## config.mk

```make
export PLATFORM = sky130hd
export DESIGN_NAME = mux_rr_scheduler
export DESIGN_NICKNAME = d
export VERILOG_FILES = /design/src/rtl/mux_rr_scheduler.sv
export SDC_FILE = /design/constraint.sdc
export NUM_CORES = 1
export LEC_CHECK = 0
export ABC_AREA = 1
export CORE_MARGIN = 3
export CORE_UTILIZATION = 40
export DETAILED_ROUTE_END_ITERATION = 6
export GPL_ROUTABILITY_DRIVEN = 0
export PLACE_DENSITY = 0.65
export SYNTH_ARGS = -nofsm -noshare
export SYNTH_HDL_FRONTEND = slang
export SYNTH_SLANG_ARGS = --single-unit
```

## constraint.sdc

```tcl
create_clock -name clk -period 3.28 [get_ports clk]
set_input_delay 0.328 -clock clk [delete_from_list [all_inputs] [get_ports clk]]
set_output_delay 0.328 -clock clk [all_outputs]
set_load 0.005 [all_outputs]
```

## src/rtl/mux_rr_scheduler.sv

```systemverilog
// mux_rr_scheduler: round-robin owner selection for an 8:1 mux datapath.
// Each grant lasts up to BURST_MAX accepted beats. On release the scheduler
// rearbitrates in the same edge, starting from owner+1, so there is no idle
// bubble. valid_out is the only combinational output.
module mux_rr_scheduler #(
  parameter int N         = 8,
  parameter int SEL_W     = 3,
  parameter int BURST_MAX = 4
) (
  input  logic             clk,
  input  logic             rst_n,
  input  logic [N-1:0]     req_in,
  input  logic [N-1:0]     mask_in,
  input  logic             out_ready_in,
  output logic [SEL_W-1:0] selection_out,
  output logic [N-1:0]     grant_out,
  output logic             valid_out,
  output logic [3:0]       beat_cnt_out
);

  typedef enum logic {IDLE, BUSY} state_t;

  state_t           state, state_nxt;
  logic [SEL_W-1:0] sel, sel_nxt;
  logic [SEL_W-1:0] last, last_nxt;
  logic [N-1:0]     grant, grant_nxt;
  logic [3:0]       cnt, cnt_nxt;

  logic [N-1:0]     elig;
  logic [SEL_W-1:0] winner;
  logic             valid;
  logic             accept;
  logic             burst_end;
  logic             rel;

  // The first set bit of e, scanning upward from start and wrapping.
  // N is a power of two, so SEL_W-bit addition wraps modulo N for free.
  function automatic logic [SEL_W-1:0] rr_pick(input logic [N-1:0]     e,
                                               input logic [SEL_W-1:0] start);
    logic             found;
    logic [SEL_W-1:0] idx;
    logic [SEL_W-1:0] pick;
    found = 1'b0;
    pick  = start;
    for (int i = 0; i < N; i++) begin
      idx = start + SEL_W'(i);
      if (!found && e[idx]) begin
        found = 1'b1;
        pick  = idx;
      end
    end
    return pick;
  endfunction

  assign elig = req_in & mask_in;
  // While BUSY, last always equals the owner, so last+1 is also owner+1.
  assign winner = rr_pick(elig, last + SEL_W'(1));

  // valid follows the owner's live request, so a dropped request produces
  // no beat in that same cycle.
  assign valid     = (state == BUSY) && req_in[sel];
  assign accept    = valid && out_ready_in;
  assign burst_end = accept && (cnt == 4'(BURST_MAX - 1));
  // A drop and a burst end in the same cycle are one release. The count is
  // reloaded instead of being incremented.
  assign rel       = !req_in[sel] || !mask_in[sel] || burst_end;

  // Next-state, owner and beat-count logic. By default everything holds.
  always_comb begin
    state_nxt = state;
    sel_nxt   = sel;
    last_nxt  = last;
    grant_nxt = grant;
    cnt_nxt   = cnt;
    case (state)
      IDLE: begin
        if (|elig) begin
          state_nxt = BUSY;
          sel_nxt   = winner;
          last_nxt  = winner;
          grant_nxt = {{(N-1){1'b0}}, 1'b1} << winner;
          cnt_nxt   = 4'd0;
        end
      end
      BUSY: begin
        if (rel) begin
          if (|elig) begin
            sel_nxt   = winner;
            last_nxt  = winner;
            grant_nxt = {{(N-1){1'b0}}, 1'b1} << winner;
            cnt_nxt   = 4'd0;
          end else begin
            // selection_out keeps its last value while idle.
            state_nxt = IDLE;
            grant_nxt = '0;
            cnt_nxt   = 4'd0;
          end
        end else if (accept) begin
          cnt_nxt = cnt + 4'd1;
        end
      end
      default: begin
        state_nxt = IDLE;
        grant_nxt = '0;
        cnt_nxt   = 4'd0;
      end
    endcase
  end

  // State register. The asynchronous reset sets last to N-1, which gives
  // requester 0 first priority.
  always_ff @(posedge clk or negedge rst_n) begin
    if (!rst_n) begin
      state <= IDLE;
      sel   <= '0;
      last  <= SEL_W'(N - 1);
      grant <= '0;
      cnt   <= 4'd0;
    end else begin
      state <= state_nxt;
      sel   <= sel_nxt;
      last  <= last_nxt;
      grant <= grant_nxt;
      cnt   <= cnt_nxt;
    end
  end

  assign selection_out = sel;
  assign grant_out     = grant;
  assign valid_out     = valid;
  assign beat_cnt_out  = cnt;

endmodule

```

==> results of run 1 <==
per-stage QoR:
stage               instances  hold slack, ps
floorplan                 332           32.41
global placement          429           466.1
finish                    433           484.1
global route              433           505.0
detailed placement        429           471.1
CTS                       433           487.4
cell type report:
class	count	area, um^2
Clock inverter	1	5.005
Multi-Input combinational cell	273	1388
Timing Repair Buffer	36	355.3
Inverter	34	140.1
Tap cell	67	83.83
Sequential cell	19	479.2
Clock buffer	3	41.29
Fill cell	523	2325
cell families after synthesis:
kind of cell / count (synthesis) / synth area share
AOI/OAI and AO/OA: 29 / 0.08629
xor gates and xnor gates: 1 / 0.004285
adders and majority gates: 3 / 0.01836
buffers and inverters: 40 / 0.08874
DFF: 19 / 0.2344
muxes: 1 / 0.004896
and+or+nand+nor: 239 / 0.5630
final timing paths:
| kind | from | endpoint | cells after the start |
|---|---|---|---|
| min | grant_out[1] | grant_out[1] | 2 |
| min in group asynchronous | rst_n | grant_out[7] | 1 |
| max | last[0] | grant_out[1] | 20 |
| max in group asynchronous | rst_n | selection_out[1] | 1 |
| max reg2reg | last[0] | grant_out[1] | 20 |
| min reg2reg | grant_out[1] | grant_out[1] | 2 |
flip-flops by register name, indices dropped and copies added (netlist names):
register	count
last	3
grant_out	8
selection_out	3
state	1
beat_cnt_out	4
cell usage after synthesis:
cell                        number  share of area
sky130_fd_sc_hd__o21ai_0        13          0.032
sky130_fd_sc_hd__o311ai_0        1         0.0043
sky130_fd_sc_hd__ha_1            3          0.018
sky130_fd_sc_hd__buf_2           2         0.0049
sky130_fd_sc_hd__inv_2           7          0.013
sky130_fd_sc_hd__nand3_4         1         0.0086
sky130_fd_sc_hd__a21oi_1         1         0.0024
sky130_fd_sc_hd__nor4_1          1         0.0031
sky130_fd_sc_hd__o22ai_1         1         0.0031
sky130_fd_sc_hd__a21oi_2         2         0.0086
sky130_fd_sc_hd__o21bai_2        2          0.011
sky130_fd_sc_hd__nand2_1       129           0.24
sky130_fd_sc_hd__inv_1          25          0.046
sky130_fd_sc_hd__nor2_8          1         0.0098
sky130_fd_sc_hd__o2111ai_1       1         0.0043
sky130_fd_sc_hd__dfstp_2         3          0.039
sky130_fd_sc_hd__mux2i_1         1         0.0049
sky130_fd_sc_hd__nor2_2          2         0.0061
sky130_fd_sc_hd__xor2_1          1         0.0043
sky130_fd_sc_hd__o211ai_1        1         0.0037
sky130_fd_sc_hd__nand3_2         4          0.020
sky130_fd_sc_hd__clkinv_4        2         0.0086
sky130_fd_sc_hd__nand2_4         9          0.050
sky130_fd_sc_hd__nor2_1         21          0.039
sky130_fd_sc_hd__buf_6           1         0.0055
sky130_fd_sc_hd__nand2_2        17          0.052
sky130_fd_sc_hd__nand3_1        47           0.12
sky130_fd_sc_hd__nand4_1         6          0.018
sky130_fd_sc_hd__nor2_4          1         0.0055
sky130_fd_sc_hd__buf_4           3          0.011
sky130_fd_sc_hd__dfrtp_1        16           0.20
sky130_fd_sc_hd__o21ai_1         7          0.017
worst min-delay path, cell delays in order (launching register included):
cell	delay [ps]
sky130_fd_sc_hd__dfrtp_1	340
sky130_fd_sc_hd__nand2_1	50
sky130_fd_sc_hd__nand2_1	60
routing by layer:
metal / up-vias / global-route usage / part of all wire
li1: 1143 / - / -
met1: 994 / 0.2813 / 0.50
met2: 33 / 0.3014 / 0.47
met3: 4 / 0.01392 / 0.021
met4: 0 / 0.04804 / 0.0095
met5: - / 0 / 0
==> results.txt, run 1 <==
----------------------------------------------------
[Status]
  Run status ... complete, no violations

[Layout]
  Leading cell type in the layout, fill and taps excluded ... sky130_fd_sc_hd__nand2_1
  Ratio of cells with drive above 1 in the final layout ... 0.1585
  Final design utilization ... 0.5174
  Most frequent cells in the layout ... sky130_fd_sc_hd__nand2_1, sky130_fd_sc_hd__nand3_1, sky130_fd_sc_hd__clkdlybuf4s50_1
  Antenna diode instance count ... 0
  Synthesis-to-finish area growth ... 21.91%
  Number of nets in the finished design ... 389
  Design area ... 2492 um^2

[Clock tree]
  H-tree levels ... 1
  Post-CTS setup buffer count ... 0
  Number of buffers on the longest clock path ... 2
  Cts bufs inserted ... 3
  CTS root buffer ... sky130_fd_sc_hd__clkbuf_8
  # clock sinks ... 19
  Number of hold-repair buffers added at the cts stage ... 0
  # resized after CTS ... 0
  Clk Latency, worst-skew pair ... 260 ps
  Clock tree from TritonCTS ... built
  Clock slew at reported path FFs ... 70 ps

[Synthesis]
  Synthesized area ... 2044 um^2
  Proportion of synthesized chip area in sequential cells ... 0.2344
  Avg Inst Size Synth ... 6.158 um^2
  Synth warn ... 0
  Count of unique library cells instantiated by Yosys ... 32
  Post-synthesis register bit count ... 19
  Synthesized instance count ... 332
  Number of nets produced by synthesis ... 354

[Place]
  Placed Area ... 2440 um^2
  HPWL Detailed ... 4366 um
  Number of I/O port buffers ... 34
  Post-Place Worst Slack ... 345.7 ps

[Setup path]
  Endpoint kind of the worst setup timing path ... flip-flop
  Data required time of the worst path ... 3430 ps
  Reg2Reg Setup Slack ... 340 ps
  Critical path peak fanout ... 11
  Worst path arrival time ... 3090 ps
  Crit path max-delay family ... simple AND/OR/NAND/NOR gates
  CP max stage cell ... sky130_fd_sc_hd__dfstp_2
  Critical Path, Cell by Cell ... inv_2 > ha_1 > inv_4 > nand2_1 > nand2_2 > nand2_1 > nand2_1 > nand2_1 > nand2_2 > nand3_4 > nor2_1 > nand2_1 > o21ai_0 > nand3_1 > nand2_2 > nand2_2 > nand2_4 > nor2_2 > nand2_1 > nand2_1
  Crit Path Class ... flip-flop to flip-flop
  Crit-path most repeated cell ... sky130_fd_sc_hd__nand2_1
  Critical Path Start Type ... flip-flop
  Worst path max stage delay ... 540 ps
  Number of buffers and inverters on the critical path ... 2

[Timing]
  Total count of hold-check failures in the final report ... 0
  Final worst-path cycle share ... 0.8951
  Slew HR ... 0.4416
  Setup repair after global routing missed its margin ... false
  Pin slew with the least headroom to its limit ... 835.0 ps
  Clock skew ... 3.343 ps
  Sum of negative setup slack ... 0 ps
  Minimum setup slack in the final design ... 344.1 ps
  Count of final setup violators ... 0
  Shortest clock period the worst path allows after layout ... 2936 ps
  Highest attainable clock frequency ... 340.6 MHz
  Number of slew-limit violations in the final report ... 0

[Floorplanning]
  Core Region ... 4817 um^2
  Die Y ... 77.49 um
  Row count ... 25
  I/O pins ... 35
  Die W ... 77.49 um
  Die Outline Area ... 6005 um^2
  Effective utilization at floorplan ... 0.4244

[Global route]
  Maximum number of pins on one net before global-route repair ... 22
  Via count of the first global-routing pass ... 2,032
  Global-route wire length before repair ... 9494 um
  Total global-route track usage ... 0.1908
  Sum of overflow across all layers after global routing ... 0
  Number of antenna violations at the first check in global routing ... 0

[Worst hold path]
  Hold Path Class ... flip-flop to flip-flop

[Detailed routing]
  Initial detailed-routing violation count ... 141
  DRT Pass-1 Iters ... 4
  Count of vias placed by the detailed router ... 2,174
  Final antenna-violating net count ... 0
  Number of design rule violations left after detail routing ... 0
  Routed wire length ... 5373 um
  Vias/cell ... 5.021
  Detailed-route wire length per cell ... 12.41 um

[Job]
  Max-cap violations ... 0

----------------------------------------------------
Power of run 1 is left out: the tool's default activity adds up to more than one toggle a clock period on the data nets, which glitch-free logic cannot reach.
==> run 2: changes to the inputs <==
GPL_TIMING_DRIVEN = 0   (was default)
==> results.txt, run 2 (synthesized netlist as in run 1, its figures left out) <==
----------------------------------------------------
[Detailed routing]
  Vias/cell ... 4.968
  Routed wire length ... 5304 um
  Initial detailed-routing violation count ... 165
  DRT Pass-1 Iters ... 4
  Number of design rule violations left after detail routing ... 0
  Final antenna-violating net count ... 0
  Count of vias placed by the detailed router ... 2,171
  Detailed-route wire length per cell ... 12.14 um

[Clock tree]
  Number of buffers on the longest clock path ... 2
  H-tree levels ... 1
  Clk Latency, worst-skew pair ... 260 ps
  Cts bufs inserted ... 3
  Clock slew at reported path FFs ... 80 ps
  Post-CTS setup buffer count ... 0
  # resized after CTS ... 0
  Number of hold-repair buffers added at the cts stage ... 0
  Clock tree from TritonCTS ... built
  # clock sinks ... 19
  CTS root buffer ... sky130_fd_sc_hd__clkbuf_8

[Place]
  HPWL Detailed ... 4283 um
  Placed cell count ... 433
  Number of I/O port buffers ... 34
  Post-Place Worst Slack ... 339.7 ps

[Timing]
  Highest attainable clock frequency ... 336.3 MHz
  Slew HR ... 0.4308
  Count of final setup violators ... 0
  Shortest clock period the worst path allows after layout ... 2973 ps
  Clock skew ... 8.202 ps
  Final worst-path cycle share ... 0.9064
  Minimum setup slack in the final design ... 306.9 ps
  Sum of negative setup slack ... 0 ps
  Total count of hold-check failures in the final report ... 0
  Number of slew-limit violations in the final report ... 0
  Setup repair after global routing missed its margin ... false
  Pin slew with the least headroom to its limit ... 851.2 ps

[Floorplanning]
  Die Y ... 77.49 um
  Die W ... 77.49 um
  Die Outline Area ... 6005 um^2
  Row count ... 25
  Effective utilization at floorplan ... 0.4244
  I/O pins ... 35
  Core Region ... 4817 um^2

[Layout]
  Leading cell type in the layout, fill and taps excluded ... sky130_fd_sc_hd__nand2_1
  Ratio of cells with drive above 1 in the final layout ... 0.1649
  Most frequent cells in the layout ... sky130_fd_sc_hd__nand2_1, sky130_fd_sc_hd__nand3_1, sky130_fd_sc_hd__clkdlybuf4s50_1
  Post-layout instance count excluding filler cells ... 437
  Number of nets in the finished design ... 393
  Antenna diode instance count ... 0
  Synthesis-to-finish area growth ... 23.01%
  Number of flip-flops under the largest register name ... 8

[Setup path]
  Critical Path Start Type ... flip-flop
  Critical path peak fanout ... 10
  Data required time of the worst path ... 3480 ps
  Worst path arrival time ... 3170 ps
  Reg-to-Reg Start ... last[0]
  Endpoint kind of the worst setup timing path ... flip-flop
  Critical path endpoint ... grant_out[4]
  Crit Path Class ... flip-flop to flip-flop
  R2r endpoint ... grant_out[4]
  Source of the critical timing path ... last[0]
  Reg2reg path depth ... 20
  Reg2Reg Setup Slack ... 310 ps

[Global route]
  Via count of the first global-routing pass ... 1,976
  Sum of overflow across all layers after global routing ... 0
  Global-route wire length before repair ... 9190 um
  Number of antenna violations at the first check in global routing ... 0
  Total global-route track usage ... 0.1839
  Maximum number of pins on one net before global-route repair ... 20

[Worst hold path]
  Hold Path Class ... flip-flop to flip-flop
  Hold Crit Start ... grant_out[2]

[Status]
  Run status ... complete, no violations

[Job]
  Max-cap violations ... 0

----------------------------------------------------
==> run 2: cell types whose count changed in the layout (fill, tap and decap cells not counted), sizes merged <==
cell	before	now
buf	2	6
==> run 2: final cells by class <==
| cell class | count | area, um^2 |
|---|---|---|
| plain buffers | 6 | 43.79 |
| clock buffers | 3 | 41.29 |
| clock inverters | 1 | 5.005 |
| fillers | 535 | 2302 |
| inverters | 34 | 137.6 |
| multi-input cells | 273 | 1384 |
| flip-flops and latches | 19 | 479.2 |
| well taps | 67 | 83.83 |
| repair buffers | 34 | 340.3 |
==> run 2: layer usage <==
| layer | share of wire | GRT usage | up-vias |
|---|---|---|---|
| met5 | 0 | 0 | - |
| met4 | 0.0040 | 0.02669 | 0 |
| met3 | 0.036 | 0.01972 | 4 |
| met2 | 0.47 | 0.2997 | 47 |
| met1 | 0.49 | 0.2674 | 973 |
| li1 | - | - | 1147 |
==> run 2: worst min-delay path by stage <==
| stage | end | slack, ps | cells after the start |
|---|---|---|---|
| floorplan | beat_cnt_out[0] | 30 | 0 |
| global placement | grant_out[2] | 470 | 2 |
| detailed placement | grant_out[2] | 470 | 2 |
| CTS | grant_out[2] | 490 | 2 |
| global route | grant_out[3] | 520 | 2 |
| finish | grant_out[2] | 490 | 2 |
==> run 2: critical path, cell delays in order (launching register included) <==
cell	delay, ps
sky130_fd_sc_hd__dfstp_2	560
sky130_fd_sc_hd__inv_2	50
sky130_fd_sc_hd__buf_4	180
sky130_fd_sc_hd__ha_1	320
sky130_fd_sc_hd__inv_2	170
sky130_fd_sc_hd__nand2_1	90
sky130_fd_sc_hd__nand2_2	110
sky130_fd_sc_hd__nand3_1	100
sky130_fd_sc_hd__nand2_1	90
sky130_fd_sc_hd__nand2_1	50
sky130_fd_sc_hd__nand2_1	120
sky130_fd_sc_hd__nand2_1	110
sky130_fd_sc_hd__o21ai_0	230
sky130_fd_sc_hd__o21ai_0	110
sky130_fd_sc_hd__nand3_1	170
sky130_fd_sc_hd__nand2_2	70
sky130_fd_sc_hd__nand2_2	70
sky130_fd_sc_hd__nand2_4	80
sky130_fd_sc_hd__nor2_2	100
sky130_fd_sc_hd__nand2_1	70
sky130_fd_sc_hd__nand2_1	70
==> run 2: per-stage QoR <==
step	hold slack, ps	util	area (um^2)
after floorplan	32.41	-	2044
after global placement	466.2	0.5125	2469
after detailed placement	469.4	0.5125	2469
after CTS	488.4	0.5221	2515
after global routing	518.8	0.5221	2515
final	485.0	0.5221	2515
Power of run 2 is left out for the same reason.
==> edit 1, RTL diff (config.mk and constraints of run 1) <==
The parameter `N` goes from 8 to 4.
--- a/src/rtl/mux_rr_scheduler.sv
+++ b/src/rtl/mux_rr_scheduler.sv
@@ -4,5 +4,5 @@
 // bubble. valid_out is the only combinational output.
 module mux_rr_scheduler #(
-  parameter int N         = 8,
+  parameter int N         = 4,
   parameter int SEL_W     = 3,
   parameter int BURST_MAX = 4
Interface: changed (resized grant_out, mask_in and req_in); port bits go from 35 to 23. No check against the original RTL was run, so the function may have changed too.
==> edit 1 against run 1 <==
Critical path type unchanged. Final area fell by 35%. Global-route usage decreased by 3.5 points. Critical endpoint is now grant_out[3]. Largest cell class unchanged. Wire length decreased by 44%. Synthesized cell count down 44%. Synthesized area shrank 35%. Setup slack improved by 0.33 ns. Utilization down 0.30 points. Sequential cell count shrank 5. Via count down 42%. Sequential share of layout area grew 2.7 points. Highest routed layer is now met3.
==> edit 1: results <==
metrics = {
    "run_status": {
        "outcome": "finished clean",
    },
    "routing": {
        "totalWireLength_um": 3020,
        "detail_route.wirelength.met1_um": 1420,
        "top_layer_used": "met3",
        "detailroute.via_count": 1255,
    },
    "global_route": {
        "global_route_wire_length_before_repair_um": 5280,
        "use_met1": 0.210,
        "via_count_of_the_first_global_routing_pass": 1164,
        "grt_util_met3": 0.0281,
        "total_global_routing_track_utilization": 0.156,
    },
    "placement": {
        "detailed_place.area_um2": 1570,
        "port_buffers": 22,
        "dp_worst_setup_slack_ns": 0.695,
    },
    "synth": {
        "post_synth_xor_area_fraction": 0.0196,
        "synth.yosys.seq_area_share": 0.264,
        "ys_types": 29,
        "syn-num-nets": 201,
        "synth.mux.area_fraction": 0,
        "synth_fa_ha_area_frac": 0.0374,
        "yosys-top-cells-area": "sky130_fd_sc_hd__dfrtp_1 22%, sky130_fd_sc_hd__nand2_1 16%, sky130_fd_sc_hd__nand3_1 10%",
        "compound_cell_area_share_of_the_yosys_netlist": 0.0636,
    },
    "finish": {
        "final_nets": 224,
        "drive_gt1_frac": 0.192,
        "nFillCells": 316,
        "final_cells": 252,
    },
    "timing": {
        "timing.max_slew.rel_slack": 0.582,
        "clock_tree_skew_after_final_layout_ns": 0.00699,
        "fin_hold_ws_ns": 0.421,
    },
    "setup_path": {
        "worst-r2r-setup-slack_ns": 0.67,
        "regToRegEndpoint": "grant_out[3]",
        "worstPathArrival_ns": 2.79,
        "worstRegToRegCells": 15,
    },
    "worst_hold_path": {
        "hold_path.class": "input pin to asynchronous set/reset pin",
    },
    "clocking": {
        "cts.reportedPaths.clkPinSlew_ns": 0.10,
        "clock_tree_root": "sky130_fd_sc_hd__clkbuf_4",
    },
}
-- edit 1: area by class of cell --
type	count	area, um2	share of cell area
Clock buffer	4	36.3	0.0226
Multi-Input combinational cell	152	882	0.548
Sequential cell	14	353	0.219
Timing Repair Buffer	22	220	0.137
Tap cell	44	55.1	0.0342
Inverter	16	62.6	0.0389
-- edit 1: critical path, cell delays in order (launching register included) --
cell and delay (ns):
sky130_fd_sc_hd__dfstp_2 0.72, sky130_fd_sc_hd__inv_2 0.20, sky130_fd_sc_hd__ha_1 0.52, sky130_fd_sc_hd__inv_4 0.12
sky130_fd_sc_hd__nand2_2 0.10, sky130_fd_sc_hd__nand2_4 0.08, sky130_fd_sc_hd__nand2_4 0.10, sky130_fd_sc_hd__nand2_8 0.08
sky130_fd_sc_hd__nor2_8 0.13, sky130_fd_sc_hd__nand2_4 0.08, sky130_fd_sc_hd__nand2_2 0.08, sky130_fd_sc_hd__nand2_2 0.06
sky130_fd_sc_hd__nand2_2 0.09, sky130_fd_sc_hd__nor2_1 0.05, sky130_fd_sc_hd__nand2_1 0.06, sky130_fd_sc_hd__nand2_1 0.05
-- edit 1: worst max-delay path by stage --
| stage | cells past startpoint | slack (ns) | startpoint | endpoint |
|---|---|---|---|---|
| floorplan | 18 | 1.14 | last[0] | grant_out[0] |
| global placement | 15 | 0.76 | last[0] | grant_out[3] |
| detailed placement | 15 | 0.69 | last[0] | grant_out[3] |
| CTS | 15 | 0.67 | last[0] | grant_out[3] |
| global route | 16 | 0.42 | last[0] | grant_out[3] |
| finish | 15 | 0.67 | last[0] | grant_out[3] |
-- edit 1: kinds of logic after synthesis --
logic type               Yosys count
flip-flops                        14
buffers and inverters             20
XOR/XNOR                           3
AND/OR/NAND/NOR                  130
AO/OA/AOI/OAI                     15
adder cells (fa/ha/maj)            4
==> edit 2, RTL diff (settings of run 1) <==
Without the edit above. One comparison of `cnt` changes from == to >=.
--- a/src/rtl/mux_rr_scheduler.sv
+++ b/src/rtl/mux_rr_scheduler.sv
@@ -61,5 +61,5 @@
   assign valid     = (state == BUSY) && req_in[sel];
   assign accept    = valid && out_ready_in;
-  assign burst_end = accept && (cnt == 4'(BURST_MAX - 1));
+  assign burst_end = accept && (cnt >= 4'(BURST_MAX - 1));
   // A drop and a burst end in the same cycle are one release. The count is
   // reloaded instead of being incremented.
Behaviour: no difference found for any inputs over 10 cycles, from zero or initial values and one cycle with rst_n low; that may be too few to reach the edited logic, so the function may still have changed.
==> edit 2 against run 1 <==
Count of clock-buffer cells in the layout grew 1. Setup slack worse by 0.012 ns. Wire length decreased by 4.0%. Final area shrank 0.80%. Maximum frequency shrank 0.41%. Critical path type unchanged. Die area rose by 1.3%. First-iteration DRC count shrank 20%. Sequential cell count unchanged. Synthesized area increased by 1.4%.
Power is left out: the tool's default activity adds up to more than one toggle a clock period on the data nets, which glitch-free logic cannot reach.
==> edit 2: results <==
metrics = {
    "setup_path": {
        "cp_max_fo": 20,
        "worst-r2r-setup-slack_ns": 0.33,
        "worstPathArrival_ns": 3.14,
        "delay_of_the_slowest_critical_path_stage_ns": 0.63,
        "regToRegEndpoint": "grant_out[3]",
        "worstRegToRegCells": 21,
    },
    "clocking": {
        "cts.reportedPaths.clkPinSlew_ns": 0.06,
        "clk_path_buf_depth": 2,
        "clock_tree_root": "sky130_fd_sc_hd__clkbuf_8",
    },
    "routing": {
        "viasPerCell": 5.09,
        "routed_wire_length_per_instance_um": 12.4,
        "drt_iter0_drc": 113,
    },
    "synth": {
        "ys_types": 38,
        "synth.yosys.seq_area_share": 0.231,
        "yosys-top-cells-area": "sky130_fd_sc_hd__nand2_1 22%, sky130_fd_sc_hd__dfrtp_1 19%, sky130_fd_sc_hd__nand3_1 9.9%",
        "syn-num-nets": 338,
        "avgSynthCellArea_um2": 6.56,
        "share_of_flip_flops_with_an_asynchronous_set_or_reset": 1.00,
        "yosys-top-cells-count": "122 x sky130_fd_sc_hd__nand2_1, 41 x sky130_fd_sc_hd__nand3_1, 24 x sky130_fd_sc_hd__nand2_2",
        "postSynth.topFlopCell": "sky130_fd_sc_hd__dfrtp_1",
    },
    "placement": {
        "placedCellCount": 411,
        "detailedPlacementHpwl_um": 4250,
        "detailed_place.area_um2": 2430,
    },
    "finish": {
        "final_nets": 371,
        "multiInputGateArea_um2": 1410,
        "drive_gt1_frac": 0.198,
        "nFillCells": 533,
        "final_cells": 415,
    },
    "run_status": {
        "outcome": "finished clean",
    },
    "global_route": {
        "via_count_of_the_first_global_routing_pass": 1957,
        "largest_net_degree_at_the_start_of_global_routing": 21,
        "total_global_routing_track_utilization": 0.176,
        "global_route_wire_length_before_repair_um": 8850,
        "grt_antenna_before_repair": 0,
    },
    "worst_hold_path": {
        "whs_path_cells": 2,
        "worst_hold_path.endpoint": "grant_out[0]",
        "hold_path.class": "register to register",
        "worstHoldStart": "grant_out[0]",
    },
    "timing": {
        "timing.max_slew.rel_slack": 0.436,
        "clock_tree_skew_after_final_layout_ns": 0.00319,
    },
}
edit 2: worst max path at each step:
stage / endpoint / cells after the start / start
global route: grant_out[3] / 21 / last[0]
detailed placement: grant_out[6] / 20 / last[0]
global placement: grant_out[6] / 20 / last[0]
CTS: grant_out[3] / 21 / last[0]
finish: grant_out[3] / 21 / last[0]
floorplan: grant_out[6] / 23 / last[0]
edit 2: stage by stage:
stage          worst slack [ns]  hold slack (ns)
6_report                  0.332            0.481
3_5_place_dp              0.361            0.468
3_3_place_gp              0.418            0.465
5_1_grt                  0.0594            0.496
4_1_cts                   0.340            0.485
2_1_floorplan             0.517           0.0324
edit 2: logic make-up (layout without fill, tap and decap cells):
group,after synthesis,count (layout),share of synthesized area
AO/OA/AOI/OAI,26,26,0.0839
AND/OR/NAND/NOR,236,236,0.574
adder cells (fa/ha/maj),3,3,0.0181
multiplexers,1,1,0.00483
flip-flops,19,19,0.231
buffers and inverters,31,63,0.0881
edit 2: area by class of cell:
cell class / count / share of cell area
Sequential cell: 19 / 0.194
Timing Repair Buffer: 37 / 0.147
Tap cell: 67 / 0.0339
Inverter: 22 / 0.0364
Multi-Input combinational cell: 266 / 0.571
Clock buffer: 4 / 0.0182
edit 2: tightest hold or removal path, stage by stage, from the launching register on:
cell,delay (ns)
sky130_fd_sc_hd__dfrtp_1,0.34
sky130_fd_sc_hd__nand2_1,0.06
sky130_fd_sc_hd__nand2_1,0.05
edit 2: routing by layer:
metal	part of all wire	GRT usage
met5	0	0
met4	0.014	0.0367
met3	0.032	0.0255
met2	0.47	0.297
met1	0.49	0.240
